### src/rtl/riscv_mem_wb_stage_if.sv
// MEM->WB stage bundle: M-stage inputs, W-stage hazard controls and W-stage outputs.
// The master side drives M/control signals; the slave side (the stage) drives W outputs.
`ifndef XLEN
`define XLEN 32
`endif

interface riscv_mem_wb_stage_if #(
  parameter int XLEN  = `XLEN,
  parameter int RD_W  = 5,
  parameter int CNT_W = 64
);
  logic [XLEN-1:0]  i_read_data_m;
  logic [XLEN-1:0]  i_alu_result_m;
  logic [XLEN-1:0]  i_pc_plus4_m;
  logic [RD_W-1:0]  i_rd_m;
  logic             i_reg_write_m;
  logic [1:0]       i_result_src_m;
  logic [2:0]       i_funct3_m;
  logic             i_valid_m;
  logic             i_stall_w;
  logic             i_flush_w;
  logic [XLEN-1:0]  o_result_w;
  logic [RD_W-1:0]  o_rd_w;
  logic             o_reg_write_w;
  logic             o_valid_w;
  logic [CNT_W-1:0] o_instret;
  logic             o_misalign_w;

  modport master (
    output i_read_data_m, i_alu_result_m, i_pc_plus4_m, i_rd_m, i_reg_write_m,
           i_result_src_m, i_funct3_m, i_valid_m, i_stall_w, i_flush_w,
    input  o_result_w, o_rd_w, o_reg_write_w, o_valid_w, o_instret, o_misalign_w
  );

  modport slave (
    input  i_read_data_m, i_alu_result_m, i_pc_plus4_m, i_rd_m, i_reg_write_m,
           i_result_src_m, i_funct3_m, i_valid_m, i_stall_w, i_flush_w,
    output o_result_w, o_rd_w, o_reg_write_w, o_valid_w, o_instret, o_misalign_w
  );
endinterface

### src/rtl/riscv_mem_wb_stage.sv
// RV32I MEM->WB stage: load extraction, writeback mux, W registers and retired-instruction counter.
// Optional macro RISCV_LOAD_MISALIGN_EN flags misaligned LH/LHU/LW and suppresses their register write.
`ifndef XLEN
`define XLEN 32
`endif

module riscv_mem_wb_stage #(
  parameter int XLEN  = `XLEN,
  parameter int RD_W  = 5,
  parameter int CNT_W = 64
) (
  input  logic                  i_clk,
  input  logic                  i_rst,
  riscv_mem_wb_stage_if.slave   bus
);

  // Sub-word selection uses only addr[1:0]; the memory word is always word-aligned.
  function automatic logic [XLEN-1:0] extract_load(input logic [XLEN-1:0] word,
                                                  input logic [1:0]      addr,
                                                  input logic [2:0]      funct3);
    logic [7:0]  b;
    logic [15:0] h;
    b = word[{addr, 3'b000} +: 8];
    h = addr[1] ? word[31:16] : word[15:0];
    case (funct3)
      3'b000:  extract_load = {{(XLEN-8){b[7]}}, b};
      3'b001:  extract_load = {{(XLEN-16){h[15]}}, h};
      3'b100:  extract_load = {{(XLEN-8){1'b0}}, b};
      3'b101:  extract_load = {{(XLEN-16){1'b0}}, h};
      default: extract_load = word;
    endcase
  endfunction

  logic [XLEN-1:0] load_m;
  logic [XLEN-1:0] result_m;
  logic            misalign_m;
  logic            we_m;

  assign load_m = extract_load(bus.i_read_data_m, bus.i_alu_result_m[1:0], bus.i_funct3_m);

  always_comb begin
    result_m = bus.i_alu_result_m;
    case (bus.i_result_src_m)
      2'b01:   result_m = load_m;
      2'b10:   result_m = bus.i_pc_plus4_m;
      default: result_m = bus.i_alu_result_m;
    endcase
  end

`ifdef RISCV_LOAD_MISALIGN_EN
  assign misalign_m = bus.i_valid_m && (bus.i_result_src_m == 2'b01) &&
                      (((bus.i_funct3_m[1:0] == 2'b01) && bus.i_alu_result_m[0]) ||
                       ((bus.i_funct3_m == 3'b010) && (bus.i_alu_result_m[1:0] != 2'b00)));
`else
  assign misalign_m = 1'b0;
`endif

  assign we_m = bus.i_reg_write_m && bus.i_valid_m && (bus.i_rd_m != '0) && !misalign_m;

  // ---- M -> W boundary ----
  logic [XLEN-1:0]  result_p0;
  logic [RD_W-1:0]  rd_p0;
  logic             we_p0;
  logic             vld_p0;
  logic             misalign_p0;
  logic [CNT_W-1:0] instret_p0;

  always_ff @(posedge i_clk) begin
    if (i_rst) begin
      result_p0   <= '0;
      rd_p0       <= '0;
      we_p0       <= 1'b0;
      vld_p0      <= 1'b0;
      misalign_p0 <= 1'b0;
      instret_p0  <= '0;
    end else if (bus.i_flush_w) begin
      result_p0   <= '0;
      rd_p0       <= '0;
      we_p0       <= 1'b0;
      vld_p0      <= 1'b0;
      misalign_p0 <= 1'b0;
    end else if (!bus.i_stall_w) begin
      result_p0   <= result_m;
      rd_p0       <= bus.i_rd_m;
      we_p0       <= we_m;
      vld_p0      <= bus.i_valid_m;
      misalign_p0 <= misalign_m;
      if (bus.i_valid_m) instret_p0 <= instret_p0 + CNT_W'(1);
    end
  end

  assign bus.o_result_w    = result_p0;
  assign bus.o_rd_w        = rd_p0;
  assign bus.o_reg_write_w = we_p0;
  assign bus.o_valid_w     = vld_p0;
  assign bus.o_misalign_w  = misalign_p0;
  assign bus.o_instret     = instret_p0;

endmodule

### src/flat_wrapper.sv
// flat-port wrapper written by rule: the top's interface ports become plain ports
module riscv_mem_wb_stage_flat 
#(
  parameter int XLEN  = `XLEN,
  parameter int RD_W  = 5,
  parameter int CNT_W = 64
)
  (i_clk, i_rst, bus_i_read_data_m, bus_i_alu_result_m, bus_i_pc_plus4_m, bus_i_rd_m, bus_i_reg_write_m, bus_i_result_src_m, bus_i_funct3_m, bus_i_valid_m, bus_i_stall_w, bus_i_flush_w, bus_o_result_w, bus_o_rd_w, bus_o_reg_write_w, bus_o_valid_w, bus_o_instret, bus_o_misalign_w);
  riscv_mem_wb_stage_if #(.XLEN(XLEN), .RD_W(RD_W), .CNT_W(CNT_W)) bus_i ();
  input  logic i_clk;
  input  logic i_rst;
  input wire logic [$bits(bus_i.i_read_data_m)-1:0] bus_i_read_data_m;
  input wire logic [$bits(bus_i.i_alu_result_m)-1:0] bus_i_alu_result_m;
  input wire logic [$bits(bus_i.i_pc_plus4_m)-1:0] bus_i_pc_plus4_m;
  input wire logic [$bits(bus_i.i_rd_m)-1:0] bus_i_rd_m;
  input wire logic [$bits(bus_i.i_reg_write_m)-1:0] bus_i_reg_write_m;
  input wire logic [$bits(bus_i.i_result_src_m)-1:0] bus_i_result_src_m;
  input wire logic [$bits(bus_i.i_funct3_m)-1:0] bus_i_funct3_m;
  input wire logic [$bits(bus_i.i_valid_m)-1:0] bus_i_valid_m;
  input wire logic [$bits(bus_i.i_stall_w)-1:0] bus_i_stall_w;
  input wire logic [$bits(bus_i.i_flush_w)-1:0] bus_i_flush_w;
  output wire logic [$bits(bus_i.o_result_w)-1:0] bus_o_result_w;
  output wire logic [$bits(bus_i.o_rd_w)-1:0] bus_o_rd_w;
  output wire logic [$bits(bus_i.o_reg_write_w)-1:0] bus_o_reg_write_w;
  output wire logic [$bits(bus_i.o_valid_w)-1:0] bus_o_valid_w;
  output wire logic [$bits(bus_i.o_instret)-1:0] bus_o_instret;
  output wire logic [$bits(bus_i.o_misalign_w)-1:0] bus_o_misalign_w;
  assign bus_i.i_read_data_m = bus_i_read_data_m;
  assign bus_i.i_alu_result_m = bus_i_alu_result_m;
  assign bus_i.i_pc_plus4_m = bus_i_pc_plus4_m;
  assign bus_i.i_rd_m = bus_i_rd_m;
  assign bus_i.i_reg_write_m = bus_i_reg_write_m;
  assign bus_i.i_result_src_m = bus_i_result_src_m;
  assign bus_i.i_funct3_m = bus_i_funct3_m;
  assign bus_i.i_valid_m = bus_i_valid_m;
  assign bus_i.i_stall_w = bus_i_stall_w;
  assign bus_i.i_flush_w = bus_i_flush_w;
  assign bus_o_result_w = bus_i.o_result_w;
  assign bus_o_rd_w = bus_i.o_rd_w;
  assign bus_o_reg_write_w = bus_i.o_reg_write_w;
  assign bus_o_valid_w = bus_i.o_valid_w;
  assign bus_o_instret = bus_i.o_instret;
  assign bus_o_misalign_w = bus_i.o_misalign_w;
  riscv_mem_wb_stage #(.XLEN(XLEN), .RD_W(RD_W), .CNT_W(CNT_W)) u_core (.i_clk(i_clk), .i_rst(i_rst), .bus(bus_i));
endmodule
### config.mk
export PLATFORM = sky130hd
export DESIGN_NAME = riscv_mem_wb_stage_flat
export DESIGN_NICKNAME = d
export VERILOG_FILES = /design/src/rtl/riscv_mem_wb_stage_if.sv /design/src/rtl/riscv_mem_wb_stage.sv /design/src/flat_wrapper.sv
export SDC_FILE = /design/constraint.sdc
export NUM_CORES = 1
export LEC_CHECK = 0
export ABC_AREA = 1
export BUFFER_PORTS_ARGS = -buffer_cell sky130_fd_sc_hd__buf_2
export CORE_AREA = 3 3 122 124
export CTS_CLUSTER_SIZE = 8
export DETAILED_ROUTE_END_ITERATION = 16
export DIE_AREA = 0 0 125 127
export PLACE_DENSITY = 0.75
export SLEW_MARGIN = 20
export SYNTH_ARGS = -nofsm -noshare
export SYNTH_HDL_FRONTEND = slang
export SYNTH_SLANG_ARGS = --single-unit
### constraint.sdc
create_clock -name i_clk -period 1.5 [get_ports i_clk]
set_input_delay 0.075 -clock i_clk [delete_from_list [all_inputs] [get_ports i_clk]]
set_output_delay 0.075 -clock i_clk [all_outputs]
set_load 0.03 [all_outputs]
**After elaboration in Yosys (flattened, before gate mapping)**

Cells that the tools add are included.

- Bitwise logic cells: 2
- Equal/unequal tests: 5
- Multiplexer cells: 3
- Shift-type cells: 1
- Reduce and logical (&&, ||, !) cells: 6
- Add/subtract/negate cells: 1

Operators with widths:

| kind | count |
|---|---|
| 32-bit case mux with 4 select lines | 1 |
| 64-bit by 1-bit adder with 64-bit output (second input constant) | 1 |
| 32-bit case mux with 2 select lines | 1 |
| 32-bit by 6-bit indexed part select with 8-bit output | 1 |
| 16-bit 2-to-1 mux | 1 |
| 3-bit == test (second input constant) | 2 |
| 5-bit nonzero test | 1 |
| 3-bit by 1-bit == test with 1-bit output (second input constant) | 1 |
| 3-bit zero test | 1 |
| 3-bit AND reduction | 1 |
| 2-bit by 1-bit == test with 1-bit output (second input constant) | 1 |
| 2-bit == test (second input constant) | 1 |
| 1-bit logical AND | 2 |
| 1-bit inverter | 2 |
| 2-bit OR reduction | 1 |

- Bits in registers: 103
- Word-level logic and storage cells: 23
- Output and inout port bits: 104
- Input bits: 112

**Longest topological paths before layout**

- Word-level depth: 3
- Gate-level depth with buffers: 12
- Gate-level depth less buffers: 11

**Least setup slack after synthesis**

Ideal clock, no wire load.

- Kind: register to register
- Start: register u_core.instret_p0[1], in the netlist u_core.bus.o_instret[1]
- End: register u_core.instret_p0[58], in the netlist u_core.bus.o_instret[58]
- Slack: -291 ps
- Data required time: 1384 ps
- Period minus slack after synthesis: 1791 ps
- Library setup time: 116 ps
- Data arrival time: 1675 ps
- Cell stages (with the launch flop): 11
- Buffers on the path: 0
- Path through: dfxtp_1 > ha_1 > inv_1 > nor2_4 > nand3_1 > nor2_1 > nand3_2 > nor2_2 > nand3_1 > nand2_1 > nor2_1

- Cells in the longest elaborated chain, start to end: 1

RTL lines:

| what | RTL line | text |
|---|---|---|
| from (decl) | riscv_mem_wb_stage.sv:66 | `logic [CNT_W-1:0] instret_p0;` |
| from (signal assigned) | riscv_mem_wb_stage.sv:88 | `if (bus.i_valid_m) instret_p0 <= instret_p0 + CNT_W'(1);` |
| 64-bit by 1-bit adder with 64-bit output | riscv_mem_wb_stage.sv:88 |  |

No other way between the ends.
A chain may end at the register's enable or synchronous reset.

**Final worst setup path**

- Start: register u_core.instret_p0[5], in the netlist u_core.bus.o_instret[5]
- End: register u_core.instret_p0[63], in the netlist u_core.bus.o_instret[63]

The elaborated chain is that of the path after synthesis.

==> results.sh <==
export IMPL_status="finished with violations"
export IMPL_failed_checks="setup timing"
export IMPL_drive_above_1_share=0.377
export IMPL_yosysTopAreaCellShare=0.319
export IMPL_critPathRequiredTime_ps=1760
export IMPL_ys_warn_count=0
export IMPL_ys_ff_latch=103
export IMPL_pwr_share_seq=0.435
export IMPL_setup_slack_ps=-133
export IMPL_period_needed_ps=1630
export IMPL_setup_violations_final=43
export IMPL_cts_buffer_depth=2
export IMPL_multiInputGateArea_um2=4230
export IMPL_wire_per_inst_um=15.1
export IMPL_grt_pass1_wl_um=36900
export IMPL_route_detailed_drc=0
export IMPL_cts_max_level=3
export IMPL_n_fill_cell=1179
export IMPL_syn_num_nets=1199
export IMPL_nets=1541
export IMPL_grt_use_total=0.284
export IMPL_grt_pass1_vias=7741
export IMPL_ios=216
export IMPL_initial_core_util=0.466
export IMPL_combPwrFrac=0.170
export IMPL_syn_inst=1084
export IMPL_hold_viol_final=0
export IMPL_regArea_um2=2170
export IMPL_grt_use_met2=0.489
export IMPL_drt_pass1_iterations=5
export IMPL_cts_tree="built"
export IMPL_yosys_cell_count_top_type="nand2_1"
export IMPL_hp_class="input port to register"
export IMPL_internal_power_mw=4.53
export IMPL_irDropWorstVdd_v=0.000566
export IMPL_finalInstanceArea_um2=9740
export IMPL_drt_iter0_drc=614
export IMPL_cellLeakagePower_nw=4.47
export IMPL_design_die_area_um2=15900
export IMPL_die_height_um=127
export IMPL_cap_violations=0
export IMPL_via_per_inst=5.22
export IMPL_gr_total_overflow=0
export IMPL_synth_area_leaders="dfxtp_1 32%, nand2_1 17%, nor2_1 11%, a21oi_1 9.1%, o21ai_0 7.6%"
export IMPL_fin_crit_sh=1.09
export IMPL_worstMarginPinSlew_ps=621
export IMPL_area_growth_pct=50.5
export IMPL_fin_setup_tns_ps=-2500
export IMPL_place_congestion=0.967
export IMPL_critPathMaxFanout=4
export IMPL_ys_seq_area_frac=0.319
export IMPL_synthFlopType="dfxtp_1"
export IMPL_grt_util_met1=0.343
export IMPL_hpwl_um=18100
export IMPL_cts_clk_slew_worst_paths_ps=70
export IMPL_core_area_um2=13900
export IMPL_path_class="register to register"
export IMPL_end_kind="register"
export IMPL_yosysTopAreaCell="dfxtp_1"
export IMPL_fp_dieW_um=125
export IMPL_postSynthAreaPerCell_um2=5.97
export IMPL_syn_cell_area_um2=6470
export IMPL_placed_area_um2=8610
export IMPL_clk_latency_ps=360
export IMPL_drv_slew=0
export IMPL_synth_distinct_cells=38
export IMPL_postRouteAntennaNets=0
export IMPL_p_switching_mw=1.86
export IMPL_grt_antenna_before_repair=3
export IMPL_clkPwrFrac=0.395
export IMPL_rows=43
export IMPL_cp_arrival_ps=1890
export IMPL_wl_um=24400
export IMPL_async_reset_ff_frac=0
export IMPL_cts_root_buf="clkbuf_16"
export IMPL_grt_max_degree=73
export IMPL_gr_usage_met3=0.0640
export IMPL_numPortBuffers=214
export IMPL_grt_busiest_layer="met2"
export IMPL_max_slew_margin=0.586
export IMPL_numClockSinks=103
export IMPL_startpoint_type="register"
export IMPL_powerDensity_nw_per_um2=656
export IMPL_numCtsBuffers=9
export IMPL_rsz0062_at_grt="yes"
export IMPL_synth_edf_count=0
export IMPL_synth_common_cells="295 x nand2_1, 183 x nor2_1, 118 x a21oi_1, 104 x inv_1, 103 x dfxtp_1"
export IMPL_netSwitchingFraction=0.291
export IMPL_fin_worst_skew_ps=12.0
export IMPL_fmax_mhz=612
export IMPL_via_count=8423
[state kept, by name (all words and copies together), names as in the netlist]
signal                    cells
u_core.bus.o_valid_w          1
u_core.bus.o_reg_write_w      1
u_core.bus.o_rd_w             5
u_core.bus.o_instret         64
u_core.bus.o_result_w        32
[area by class of cell]
| class | instances | share of cell area |
|---|---|---|
| Sequential cell | 103 | 0.223 |
| Clock inverter | 4 | 0.00334 |
| Antenna cell | 3 | 0.000771 |
| Multi-Input combinational cell | 832 | 0.434 |
| Timing Repair Buffer | 373 | 0.244 |
| Tap cell | 180 | 0.0231 |
| Clock buffer | 12 | 0.0287 |
| Inverter | 107 | 0.0420 |
[what timing repair did]
action,CTS,global route
pin swaps,30,31
endpoints found under the hold margin,26,0
gates resized for setup,37,99
endpoints found under the setup margin,28,51
hold buffers,26,0
setup buffers,5,12
[kinds of logic (layout without fill, tap and decap cells)]
group / Yosys count / in the layout / share of synthesized area
simple gates: 579 / 579 / 0.378
other cells: 1 / 4 / 0.000580
fa+ha+maj: 3 / 3 / 0.00580
buf+inv: 149 / 496 / 0.0921
flops: 103 / 103 / 0.319
xor+xnor: 10 / 10 / 0.0135
compound gates: 239 / 239 / 0.192
[worst paths after layout]
path / startpoint / to / slack, ps / cells after the start
setup reg to reg: u_core.bus.o_instret[5] / u_core.bus.o_instret[63] / -130 / 9
hold reg to reg: u_core.bus.o_instret[19] / u_core.bus.o_instret[19] / 460 / 1
setup / recovery: u_core.bus.o_instret[5] / u_core.bus.o_instret[63] / -130 / 9
hold / removal: bus_i_alu_result_m[22] / u_core.bus.o_result_w[22] / 0.5 / 3
[cell usage in the layout, fill, tap and decap left out, drive strengths merged, types with 19 or more instances in the layout]
cell type and n:
dlygate4sd3 26, nor2 205, o21ai 104, nand2 303
inv 108, buf 347, nand3 36, nand4 19
a21oi 118, dfxtp 103
[stage by stage]
stage          worst slack [ps]  power, mW   util  hold slack (ps)  cells
3_5_place_dp              -83.9       3.85  0.620              344   1553
5_1_grt                    -254       6.62  0.701             16.8   1614
4_1_cts                   -70.8       6.40  0.673            0.694   1600
2_1_floorplan             -3.35       3.44      -              220   1084
6_report                   -133       6.39  0.701            0.538   1614
3_3_place_gp              -56.4       3.84  0.620              335   1553
[critical path: stages (launching register included)]
cell     delay, ps
dfxtp_4        380
nand2_4         60
nor2_4         180
nand3_4        130
nor2_4         130
nand4_1        230
nor2_2         230
nand3_1        100
nand2_1         60
nor2_1          40
[power groups by stage]
stage                     clock, mW  sequential, mW  combinational [mW]
after global placement            0            2.84               0.998
after floorplan                   0            2.94               0.496
after CTS                      2.55            2.78                1.06
after detailed placement          0            2.84                1.01
final                          2.52            2.78                1.09
after global routing           2.64            2.78                1.20
[per-layer routing]
metal	share of wire	vias up	wire (um)
met1	0.40	3797	9720
met3	0.084	66	2040
li1	-	4164	-
met2	0.48	396	11800
met5	0	-	0
met4	0.035	0	841
Note: power is estimated with default switching activity, not from simulation.
